File: config.mk
export PLATFORM = sky130hd
export DESIGN_NAME = reg_frame_rx
export DESIGN_NICKNAME = d
export VERILOG_FILES = /design/src/rtl/reg_frame_rx.sv
export SDC_FILE = /design/constraint.sdc
export NUM_CORES = 1
export LEC_CHECK = 0
export BUFFER_PORTS_ARGS = -buffer_cell sky130_fd_sc_hd__buf_2
export CAP_MARGIN = 20
export CORE_UTILIZATION = 45
export CTS_CLUSTER_DIAMETER = 50
export DETAILED_ROUTE_END_ITERATION = 8
export PLACE_DENSITY = 0.7
export SYNTH_ARGS = -nofsm -noshare
export SYNTH_HDL_FRONTEND = slang
export SYNTH_SLANG_ARGS = --single-unit
export TNS_END_PERCENT = 5
File: constraint.sdc
create_clock -name clk -period 4.8 [get_ports clk]
set_input_delay 0.48 -clock clk [delete_from_list [all_inputs] [get_ports clk]]
set_output_delay 0.48 -clock clk [all_outputs]
set_load 0.03 [all_outputs]
File: src/rtl/reg_frame_rx.sv
// reg_frame_rx
//   Assembles a 4-byte register-access frame (CMD, ADDR, WDATA, CRC) from a
//   byte stream. A CRC8 (poly 0x2F, init 0xFF, no final XOR) is run over the
//   three payload bytes and compared with the fourth byte. Good frames are held
//   as a request for the register file until it is taken. Bad-CRC and
//   timed-out frames are dropped, flagged with a one-cycle pulse and counted.
//   Aborted frames are dropped silently.
// Ports
//   clk, rst                : clock, synchronous active-high reset
//   in_vld/in_data/in_rdy   : byte stream in (taken when in_vld & in_rdy)
//   frame_abort             : chip-select deassert, discards a partial frame
//   req_vld/req_rdy         : validated request handshake
//   req_cmd/addr/wdata      : payload bytes of the validated frame
//   crc_err, to_err         : one-cycle error pulses
//   err_cnt                 : saturating count of error pulses
module reg_frame_rx #(
  parameter int unsigned TIMEOUT_CYC = 255,
  parameter int unsigned TO_W        = 8
) (
  input  logic       clk,
  input  logic       rst,
  input  logic       in_vld,
  input  logic [7:0] in_data,
  output logic       in_rdy,
  input  logic       frame_abort,
  output logic       req_vld,
  input  logic       req_rdy,
  output logic [7:0] req_cmd,
  output logic [7:0] req_addr,
  output logic [7:0] req_wdata,
  output logic       crc_err,
  output logic       to_err,
  output logic [7:0] err_cnt
);

  typedef enum logic [1:0] {IDLE, COLLECT, HOLD} state_t;

  // Timeout fires when the counter has already spent TIMEOUT_CYC-1 idle
  // cycles and another idle cycle passes.
  localparam logic [TO_W-1:0] TO_LAST = TO_W'(TIMEOUT_CYC - 1);

  state_t          state_q;
  logic [1:0]      idx_q;
  logic [7:0]      crc_q;
  logic [7:0]      crc_d;
  logic [TO_W-1:0] to_q;
  logic            rdy_q;
  logic [7:0]      cmd_q, addr_q, wdata_q;
  logic            crc_err_q, to_err_q;
  logic [7:0]      err_cnt_q;
  logic            accept;
  logic            crc_bad;
  logic            crc_good;
  logic            timeout_hit;

  function automatic logic [7:0] crc8_step(input logic [7:0] c, input logic [7:0] b);
    logic [7:0] x;
    logic [7:0] n;
    x    = c ^ b;
    n[0] = x[0] ^ x[3] ^ x[5] ^ x[7];
    n[1] = x[0] ^ x[1] ^ x[3] ^ x[4] ^ x[5] ^ x[6] ^ x[7];
    n[2] = x[0] ^ x[1] ^ x[2] ^ x[3] ^ x[4] ^ x[6];
    n[3] = x[0] ^ x[1] ^ x[2] ^ x[4];
    n[4] = x[1] ^ x[2] ^ x[3] ^ x[5];
    n[5] = x[0] ^ x[2] ^ x[4] ^ x[5] ^ x[6] ^ x[7];
    n[6] = x[1] ^ x[3] ^ x[5] ^ x[6] ^ x[7];
    n[7] = x[2] ^ x[4] ^ x[6] ^ x[7];
    return n;
  endfunction

  assign crc_d = crc8_step(crc_q, in_data);

  // An abort in IDLE must block the byte in the same cycle, so the
  // registered ready is gated combinationally here.
  assign in_rdy = rdy_q & ~((state_q == IDLE) & frame_abort);
  assign accept = in_vld & in_rdy;

  // Abort takes priority over both CRC check and timeout in COLLECT.
  assign crc_good    = (state_q == COLLECT) & ~frame_abort & accept &
                       (idx_q == 2'd3) & (in_data == crc_q);
  assign crc_bad     = (state_q == COLLECT) & ~frame_abort & accept &
                       (idx_q == 2'd3) & (in_data != crc_q);
  assign timeout_hit = (state_q == COLLECT) & ~frame_abort & ~accept &
                       (to_q == TO_LAST);

  always_ff @(posedge clk) begin
    if (rst) begin
      state_q   <= IDLE;
      idx_q     <= 2'd0;
      crc_q     <= 8'hFF;
      to_q      <= '0;
      rdy_q     <= 1'b0;
      cmd_q     <= 8'h00;
      addr_q    <= 8'h00;
      wdata_q   <= 8'h00;
      crc_err_q <= 1'b0;
      to_err_q  <= 1'b0;
      err_cnt_q <= 8'h00;
    end else begin
      crc_err_q <= crc_bad;
      to_err_q  <= timeout_hit;
      if ((crc_bad || timeout_hit) && err_cnt_q != 8'hFF) begin
        err_cnt_q <= err_cnt_q + 8'd1;
      end

      case (state_q)
        IDLE: begin
          rdy_q <= 1'b1;
          if (accept) begin
            cmd_q   <= in_data;
            crc_q   <= crc_d;
            idx_q   <= 2'd1;
            to_q    <= '0;
            state_q <= COLLECT;
          end
        end

        COLLECT: begin
          if (frame_abort || crc_bad || timeout_hit) begin
            state_q <= IDLE;
            idx_q   <= 2'd0;
            crc_q   <= 8'hFF;
            to_q    <= '0;
          end else if (crc_good) begin
            state_q <= HOLD;
            rdy_q   <= 1'b0;
            idx_q   <= 2'd0;
            crc_q   <= 8'hFF;
            to_q    <= '0;
          end else if (accept) begin
            to_q  <= '0;
            crc_q <= crc_d;
            idx_q <= idx_q + 2'd1;
            if (idx_q == 2'd1) begin
              addr_q <= in_data;
            end else begin
              wdata_q <= in_data;
            end
          end else begin
            to_q <= to_q + 1'b1;
          end
        end

        HOLD: begin
          if (req_rdy) begin
            state_q <= IDLE;
            rdy_q   <= 1'b1;
          end
        end

        default: begin
          state_q <= IDLE;
        end
      endcase
    end
  end

  assign req_vld   = (state_q == HOLD);
  assign req_cmd   = cmd_q;
  assign req_addr  = addr_q;
  assign req_wdata = wdata_q;
  assign crc_err   = crc_err_q;
  assign to_err    = to_err_q;
  assign err_cnt   = err_cnt_q;

endmodule

==> results of run 1 <==
## worst register-to-register path, stage by stage, from the launching register on
cell	delay, ns
sky130_fd_sc_hd__dfxtp_1	0.66
sky130_fd_sc_hd__or3b_1	0.45
sky130_fd_sc_hd__or4_4	0.66
sky130_fd_sc_hd__a211oi_2	0.23
sky130_fd_sc_hd__mux2_1	0.33
## Yosys cell counts, drive strengths merged
cell	instances	area, µm²
xnor2	18	158
xor3	1	23.8
o32ai	1	8.76
nand4bb	1	11.3
clkbuf	9	33.8
nor2	42	160
a2bb2oi	1	8.76
nand3	8	40.0
mux2i	16	160
nor4bb	1	10.0
a21oi	21	109
o31a	1	8.76
dfxtp	55	1100
a41oi	1	8.76
a31oi	2	12.5
a32oi	1	8.76
nor2b	9	56.3
nand2b	4	25.0
and3	4	25.0
nand4	5	31.3
nand3b	2	15.0
nor4	3	25.0
buf	3	20.0
and4	3	26.3
o21ba	1	10.0
o211ai	5	37.5
a2111oi	1	15.0
or2	3	18.8
xnor3	4	90.1
nor3	6	30.0
a211oi	4	40.0
ha	6	75.1
or3b	1	8.76
mux2	5	56.3
and2	1	6.26
a21o	1	7.51
or4	1	11.3
o21ai	15	75.1
a311oi	3	26.3
nand2	20	75.1
or3	1	6.26
xor2	4	35.0
o2bb2ai	1	8.76
inv	7	26.3
## placed cells by master (no fill, tap or decap), types with 3 or more instances in the layout
cell type,count
sky130_fd_sc_hd__xnor2_1,18
sky130_fd_sc_hd__mux2i_1,16
sky130_fd_sc_hd__xnor3_1,4
sky130_fd_sc_hd__nand4_1,5
sky130_fd_sc_hd__o21ai_0,15
sky130_fd_sc_hd__or2_2,3
sky130_fd_sc_hd__nand2b_1,4
sky130_fd_sc_hd__nor2_1,41
sky130_fd_sc_hd__a311oi_1,3
sky130_fd_sc_hd__nor3_1,6
sky130_fd_sc_hd__nand2_1,20
sky130_fd_sc_hd__nand3_1,8
sky130_fd_sc_hd__and4_1,3
sky130_fd_sc_hd__xor2_1,4
sky130_fd_sc_hd__ha_1,6
sky130_fd_sc_hd__inv_1,7
sky130_fd_sc_hd__and3_1,4
sky130_fd_sc_hd__buf_2,48
sky130_fd_sc_hd__dfxtp_1,55
sky130_fd_sc_hd__mux2_2,3
sky130_fd_sc_hd__nor2b_1,9
sky130_fd_sc_hd__a21oi_1,20
sky130_fd_sc_hd__clkbuf_8,5
sky130_fd_sc_hd__o211ai_1,5
## power groups by stage
stage	Combinational, mW	Clock, mW	Sequential (mW)
after CTS	0.170	0.282	0.475
final	0.170	0.278	0.475
after global placement	0.167	0	0.485
after detailed placement	0.170	0	0.486
after global routing	0.185	0.305	0.477
after floorplan	0.131	0	0.489
## flip-flops by register name (all words and copies together) (netlist names)
signal	flops
crc_q	8
err_cnt	8
req_addr	8
req_cmd	8
req_wdata	8
to_q	8
idx_q	2
state_q	2
crc_err	1
rdy_q	1
to_err	1
## per-stage QoR
step | area [µm²] | cells | total power, mW | hold WS [ns]
floorplan | 2750 | 302 | 0.620 | 0.449
global placement | 3030 | 414 | 0.652 | 0.459
detailed placement | 3030 | 414 | 0.655 | 0.466
CTS | 3130 | 422 | 0.928 | 0.448
global route | 3130 | 422 | 0.967 | 0.422
finish | 3130 | 422 | 0.923 | 0.445
## per-layer routing
layer | up-vias | GRT usage (%) | share of wire, %
met2 | 51 | 34.1 | 47
met5 | - | 0 | 0
met4 | 0 | 4.11 | 0.66
met3 | 6 | 3.64 | 4.5
met1 | 1104 | 26.1 | 48
li1 | 1157 | - | -
## cell families (layout without fill, tap and decap cells)
family | Yosys count | count (layout) | synth area share, %
XOR/XNOR | 27 | 27 | 11.2
adder cells (fa/ha/maj) | 6 | 6 | 2.73
buffers and inverters | 19 | 64 | 2.92
AO/OA/AOI/OAI | 59 | 59 | 14.0
flip-flops | 55 | 55 | 40.1
AND/OR/NAND/NOR | 115 | 115 | 21.2
multiplexers | 21 | 21 | 7.88
## cell type report
class                      instances  area (µm²)
multi-input combinational        228        1570
fill                             561        2790
tap                               75        93.8
clock buffer                       5        68.8
clock inverter                     3        27.5
inverter                           7        26.3
timing repair buffer              49         248
sequential                        55        1100
## path summary, 6_finish.rpt
kind	from	end	slack (ns)	cells past startpoint
max	state_q[0]$_SDFFE_PP0P_	err_cnt[5]$_SDFFE_PP0P_	2.38	4
min	in_data[4]	req_cmd[4]$_SDFFE_PP0P_	0.44	3
max reg2reg	state_q[0]$_SDFFE_PP0P_	err_cnt[5]$_SDFFE_PP0P_	2.38	4
min reg2reg	req_cmd[4]$_SDFFE_PP0P_	req_cmd[4]$_SDFFE_PP0P_	0.49	2
==> tab_implementation.tex, run 1 <==
\begin{tabular}{lr}
\hline
Metric & Value \\
\hline
\multicolumn{2}{l}{\textbf{STA}} \\
\quad Pin slew with the least headroom to its limit & approximately 0.95 ns \\
\quad RSZ-0062 raised after global routing & no \\
\quad Max transition margin & a little under two fifths \\
\quad Finish-stage setup viols & 0 \\
\quad Maximum operating frequency & approximately 410 MHz \\
\quad Final critical delay including setup and external delays & between 2 and 2.5 ns \\
\quad Setup WS post-layout & 2.38 ns \\
\quad Fin. max-slew vios & 0 \\
\quad Share of the clock period used by the worst path after layout & about half \\
\quad Number of hold-slack violations in the final timing report & 0 \\
\quad Clk\_skew & 0.00436 ns \\
\quad Accumulated negative setup slack & 0 ns \\
\multicolumn{2}{l}{\textbf{Setup path}} \\
\quad CP peak stage delay & between 0.6 and 0.7 ns \\
\quad Category of cells accounting for the largest share of critical-path delay & simple AND/OR/NAND/NOR gates \\
\quad CP arrival & 2.63 ns \\
\quad CP Cell Sequence & or3b\_1 -> or4\_4 -> a211oi\_2 -> mux2\_1 \\
\quad Slowest CP cell & sky130\_fd\_sc\_hd\_\_dfxtp\_1 \\
\quad Kind of critical path & reg2reg \\
\quad Total buffers and inverters traversed by the critical path & 0 \\
\quad Required time at the endpoint of the critical path & approximately 5.0 ns \\
\quad Nature of the critical path endpoint & register \\
\quad Kind of start point of the critical path & register \\
\quad Critical-path maximum fanout & 17 \\
\multicolumn{2}{l}{\textbf{Power}} \\
\quad Pwr Density & just under 300 nW/µm² \\
\quad Net Switching & between 0.2 and 0.3 mW \\
\quad Share of total power consumed by net switching & $\sim$29\% \\
\quad Int Pwr & 0.657 mW \\
\quad Flop pwr share & 51.5\% \\
\quad Clock share of power & a little under a third \\
\quad Static power due to leakage & about 1.3 nW \\
\quad Gate power share & between 10\% and 20\% \\
\quad Peak supply drop & 0.190 mV \\
\multicolumn{2}{l}{\textbf{Logic synthesis}} \\
\quad Synthesized netlist net count & around 320 \\
\quad Portion of the post-synthesis area used by sequential elements & 40.1\% \\
\quad Count of state elements after synthesis & 55 \\
\quad Synthesized instance count & 302 \\
\quad Area of the mapped netlist & roughly 2700 µm² \\
\quad Post-Syn Area per Cell & between 9 and 10 µm² \\
\quad Synth warnings & 0 \\
\quad Number of distinct library cell variants in the gate-level netlist after synthesis & roughly 50 \\
\multicolumn{2}{l}{\textbf{CTS}} \\
\quad Clock latency on the worst-skew pair & between 0.3 and 0.4 ns \\
\quad CTS H-tree depth & 2 \\
\quad Resize count post-CTS & 0 \\
\quad Number of buffers on the longest clock path & 2 \\
\quad Number of clock buffers inserted by TritonCTS & 5 \\
\quad Root buf cell & sky130\_fd\_sc\_hd\_\_clkbuf\_8 \\
\quad Number of setup buffers added after CTS & 0 \\
\quad Number of sinks driven by the clock tree & 55 \\
\quad Clock tree from TritonCTS & built \\
\quad Clock input transition at the sequential cells of the worst setup and hold paths & 0.11 ns \\
\quad CTS hold repair buffers & 0 \\
\multicolumn{2}{l}{\textbf{Drt}} \\
\quad Antenna-violating nets left & 0 \\
\quad DR DRC count & 0 \\
\quad Drt via density & about 5.5 \\
\quad Count of routing violations after the opening detailed-route iteration & 168 \\
\quad Number of optimization iterations in the first detailed-route pass & 4 \\
\quad Per-cell routed wire length & approximately 14 µm \\
\quad Total wire length after detailed routing & just over 6000 µm \\
\quad Vias post-DR & around 2.3k \\
\multicolumn{2}{l}{\textbf{Die}} \\
\quad Full die area & 6420 µm² \\
\quad Overall die height & 80.1 µm \\
\quad Core area & about 6000 µm² \\
\quad Starting density of the core & a little under half \\
\quad Number of top-level pins & between 40 and 50 \\
\quad Die Width & 80.1 µm \\
\quad Cell Rows & 28 \\
\multicolumn{2}{l}{\textbf{Place}} \\
\quad DP HPWL & between 4000 and 5000 µm \\
\quad I/O Buffers & 48 \\
\quad Placement Setup Slack & around 2.4 ns \\
\quad Last weighted congestion value of the routability-driven placer & about 0.82 \\
\multicolumn{2}{l}{\textbf{Finish}} \\
\quad Nets & 365 \\
\quad Fraction of layout instances using a drive strength above 1 & about a fifth \\
\quad Final Util & between 50\% and 60\% \\
\quad Number of antenna cells inserted & 0 \\
\quad Area delta synth->final & 14.0\% \\
\multicolumn{2}{l}{\textbf{GRT}} \\
\quad Overall track demand over capacity in global routing & between 10\% and 20\% \\
\quad Maximum number of pins on one net before global-route repair & between 50 and 60 \\
\quad First-pass GRT wire length & around 10000 µm \\
\quad Antenna violations before repair & 0 \\
\quad Overflow left after global routing & 0 \\
\quad Via count of the first global-routing pass & 2088 \\
\multicolumn{2}{l}{\textbf{Hold path}} \\
\quad Path category of the worst min-delay check & in2reg \\
\multicolumn{2}{l}{\textbf{Outcome}} \\
\quad Result of the run & completed \\
\multicolumn{2}{l}{\textbf{Run}} \\
\quad Reported max-cap violation count & 0 \\
\hline
\end{tabular}
No activity file was read; power rests on OpenSTA's default activity.
==> run 2: changes to the inputs <==
PLACE_DENSITY = 0.72   (was 0.7)
clock period = 2.15 ns   (was 4.8 ns; I/O delays follow)
==> run 2 against run 1 <==
  * First-iteration DRC count shrank 40%
  * Design area grew 4.1%
  * Die area stayed put
  * Fmax up 16%
  * Critical path depth unchanged
  * Sequential power up 120%
  * Cell count increased by 4.0%
  * Routed wire length rose by 2.2%
  * Largest cell class unchanged
  * Largest power group unchanged
==> tab_implementation.tex, run 2 (synthesis gave the netlist of run 1 again) <==
\begin{tabular}{lr}
\hline
Metric & Value \\
\hline
\multicolumn{2}{l}{\textbf{Setup path}} \\
\quad CP peak stage delay & 0.66 ns (about the same) \\
\quad CP Cell Sequence & or3b\_1 -> or4\_4 -> a211oi\_2 -> mux2\_1 (unchanged) \\
\quad Reg2Reg Launch Point & state\_q[1]\$\_SDFFE\_PP0P\_ (was state\_q[0]\$\_SDFFE\_PP0P\_) \\
\quad Slowest CP cell & sky130\_fd\_sc\_hd\_\_or4\_4 (was sky130\_fd\_sc\_hd\_\_dfxtp\_1) \\
\quad Reg2reg end & err\_cnt[5]\$\_SDFFE\_PP0P\_ (unchanged) \\
\quad Logic depth of the worst path, buffers included & 4 (unchanged) \\
\quad Setup crit end & err\_cnt[5]\$\_SDFFE\_PP0P\_ (unchanged) \\
\quad Kind of critical path & reg2reg (unchanged) \\
\quad Depth of the worst register-to-register path & 4 (unchanged) \\
\quad Category of cells accounting for the largest share of critical-path delay & simple AND/OR/NAND/NOR gates (unchanged) \\
\quad Kind of start point of the critical path & register (unchanged) \\
\quad Setup slack of the most critical reg-to-reg path & 0.06 ns (was 2.38 ns) \\
\quad Nature of the critical path endpoint & register (unchanged) \\
\quad Setup crit start & state\_q[1]\$\_SDFFE\_PP0P\_ (was state\_q[0]\$\_SDFFE\_PP0P\_) \\
\quad Critical-path maximum fanout & 11 (was 17) \\
\quad CP arrival & 2.30 ns (was 2.63 ns) \\
\quad Total buffers and inverters traversed by the critical path & 0 (unchanged) \\
\quad Required time at the endpoint of the critical path & 2.36 ns (was 5.01 ns) \\
\multicolumn{2}{l}{\textbf{Drt}} \\
\quad DR DRC count & 0 (unchanged) \\
\quad Per-cell routed wire length & 14.1 µm (was 14.4 µm) \\
\quad Number of optimization iterations in the first detailed-route pass & 4 (unchanged) \\
\quad Vias post-DR & 2376 (was 2318) \\
\quad Total wire length after detailed routing & 6210 µm (was 6070 µm) \\
\quad Antenna-violating nets left & 0 (unchanged) \\
\quad Drt via density & 5.41 (was 5.49) \\
\quad Count of routing violations after the opening detailed-route iteration & 101 (was 168) \\
\multicolumn{2}{l}{\textbf{Place}} \\
\quad Number of cells after detailed placement & 431 (was 414) \\
\quad Last weighted congestion value of the routability-driven placer & 0.792 (was 0.816) \\
\quad I/O Buffers & 48 (unchanged) \\
\quad DP HPWL & 4580 µm (was 4240 µm) \\
\multicolumn{2}{l}{\textbf{Finish}} \\
\quad Finished Layout Cells & 439 (was 422) \\
\quad Area delta synth->final & 18.6\% (was 14.0\%) \\
\quad Most common cell after layout, fill and taps aside & sky130\_fd\_sc\_hd\_\_dfxtp\_1 (unchanged) \\
\quad Leading cell types in the layout, fill and taps excluded & sky130\_fd\_sc\_hd\_\_dfxtp\_1 (55), sky130\_fd\_sc\_hd\_\_buf\_2 (48), sky130\_fd\_sc\_hd\_\_nor2\_1 (41) (unchanged) \\
\quad Fraction of layout instances using a drive strength above 1 & 24.2\% (was 20.5\%) \\
\quad Number of antenna cells inserted & 0 (unchanged) \\
\quad Nets & 382 (was 365) \\
\quad Final Util & 55.0\% (was 52.9\%) \\
\multicolumn{2}{l}{\textbf{CTS}} \\
\quad CTS hold repair buffers & 0 (unchanged) \\
\quad Number of sinks driven by the clock tree & 55 (unchanged) \\
\quad Root buf cell & sky130\_fd\_sc\_hd\_\_clkbuf\_8 (unchanged) \\
\quad Number of buffers on the longest clock path & 2 (unchanged) \\
\quad Number of setup buffers added after CTS & 0 (unchanged) \\
\quad Clock latency on the worst-skew pair & 0.32 ns (was 0.31 ns) \\
\quad CTS H-tree depth & 2 (unchanged) \\
\quad Number of clock buffers inserted by TritonCTS & 5 (unchanged) \\
\quad Clock input transition at the sequential cells of the worst setup and hold paths & 0.11 ns (about the same) \\
\quad Resize count post-CTS & 0 (unchanged) \\
\quad Clock tree from TritonCTS & built (unchanged) \\
\multicolumn{2}{l}{\textbf{Hold path}} \\
\quad Path category of the worst min-delay check & in2reg (unchanged) \\
\multicolumn{2}{l}{\textbf{STA}} \\
\quad RSZ-0062 raised after global routing & no (unchanged) \\
\quad Number of hold-slack violations in the final timing report & 0 (unchanged) \\
\quad Accumulated negative setup slack & 0 ns (unchanged) \\
\quad Finish-stage setup viols & 0 (unchanged) \\
\quad Final critical delay including setup and external delays & 2.09 ns (was 2.42 ns) \\
\quad Share of the clock period used by the worst path after layout & 97.1\% (was 50.5\%) \\
\quad Pin slew with the least headroom to its limit & 0.657 ns (was 0.946 ns) \\
\quad Maximum operating frequency & 479 MHz (was 413 MHz) \\
\quad Fin. max-slew vios & 0 (unchanged) \\
\quad Clk\_skew & 0.0146 ns (was 0.00436 ns) \\
\quad Max transition margin & 56.2\% (was 36.9\%) \\
\multicolumn{2}{l}{\textbf{GRT}} \\
\quad Via count of the first global-routing pass & 2171 (was 2088) \\
\quad Overall track demand over capacity in global routing & 20.7\% (was 19.9\%) \\
\quad Overflow left after global routing & 0 (unchanged) \\
\quad First-pass GRT wire length & 10100 µm (was 10000 µm) \\
\quad Antenna violations before repair & 0 (unchanged) \\
\quad Met3 demand-to-capacity share in global routing & 4.66\% (was 3.64\%) \\
\quad Global routing met1 resource utilization & 25.6\% (was 26.1\%) \\
\quad Maximum number of pins on one net before global-route repair & 37 (was 56) \\
\quad Most utilized layer in the global route result & met2 (unchanged) \\
\quad Global Route met2 Usage & 35.8\% (was 34.1\%) \\
\multicolumn{2}{l}{\textbf{Die}} \\
\quad Core area & 5920 µm² (unchanged) \\
\quad Cell Rows & 28 (unchanged) \\
\quad Full die area & 6420 µm² (unchanged) \\
\quad Number of top-level pins & 49 (unchanged) \\
\quad Overall die height & 80.1 µm (unchanged) \\
\quad Starting density of the core & 46.4\% (unchanged) \\
\quad Die Width & 80.1 µm (unchanged) \\
\multicolumn{2}{l}{\textbf{Power}} \\
\quad Peak supply drop & 0.426 mV (was 0.190 mV) \\
\quad Static power due to leakage & 1.41 nW (was 1.33 nW) \\
\quad Pwr Density & 641 nW/µm² (was 295 nW/µm²) \\
\quad Total power & 2.09 mW (was 0.923 mW) \\
\multicolumn{2}{l}{\textbf{Outcome}} \\
\quad Result of the run & completed (unchanged) \\
\multicolumn{2}{l}{\textbf{Run}} \\
\quad Reported max-cap violation count & 0 (unchanged) \\
\hline
\end{tabular}
[run 2: cell count changes in the layout (fill, tap and decap cells not counted)]
cell,change
sky130_fd_sc_hd__buf_4,+17
[run 2: worst min-delay path by stage]
stage / startpoint / cells past startpoint / slack, ns / endpoint
3_5_place_dp: req_cmd[2]$_SDFFE_PP0P_ / 2 / 0.47 / req_cmd[2]$_SDFFE_PP0P_
6_report: in_data[5] / 3 / 0.17 / req_cmd[5]$_SDFFE_PP0P_
4_1_cts: in_data[5] / 3 / 0.17 / req_cmd[5]$_SDFFE_PP0P_
5_1_grt: in_data[4] / 3 / 0.18 / req_cmd[4]$_SDFFE_PP0P_
3_3_place_gp: req_cmd[7]$_SDFFE_PP0P_ / 2 / 0.46 / req_cmd[7]$_SDFFE_PP0P_
2_1_floorplan: in_data[0] / 2 / 0.35 / req_cmd[0]$_SDFFE_PP0P_
[run 2: area by class of cell]
cell class	instances	area, µm²
well taps	75	93.8
clock inverters	3	27.5
inverters	7	26.3
fillers	562	2660
clock buffers	5	68.8
repair buffers	66	375
multi-input cells	228	1570
flip-flops and latches	55	1100
[run 2: tightest hold or removal path: stages]
cell and delay, ns:
sky130_fd_sc_hd__buf_2 0.14, sky130_fd_sc_hd__nand2_1 0.06, sky130_fd_sc_hd__a21oi_1 0.05
[run 2: metrics by stage]
stage	area (µm²)	worst slack, ns	hold slack [ns]
after floorplan	2750	0.0509	0.351
after global placement	3160	0.0954	0.461
after detailed placement	3160	0.0491	0.470
after CTS	3260	0.0686	0.167
after global routing	3260	0.0108	0.182
final	3260	0.0629	0.173
[run 2: report_power, final]
part           internal (mW)  switching, mW  leakage (nW)
clock                  0.242          0.366        0.0467
sequential              1.04         0.0147         0.445
combinational          0.209          0.215         0.921
[run 2: per-layer routing]
| layer | share of wire, % | vias to the layer above |
|---|---|---|
| li1 | - | 1191 |
| met1 | 45 | 1123 |
| met2 | 49 | 56 |
| met3 | 4.6 | 6 |
| met4 | 1.2 | 0 |
| met5 | 0 | - |
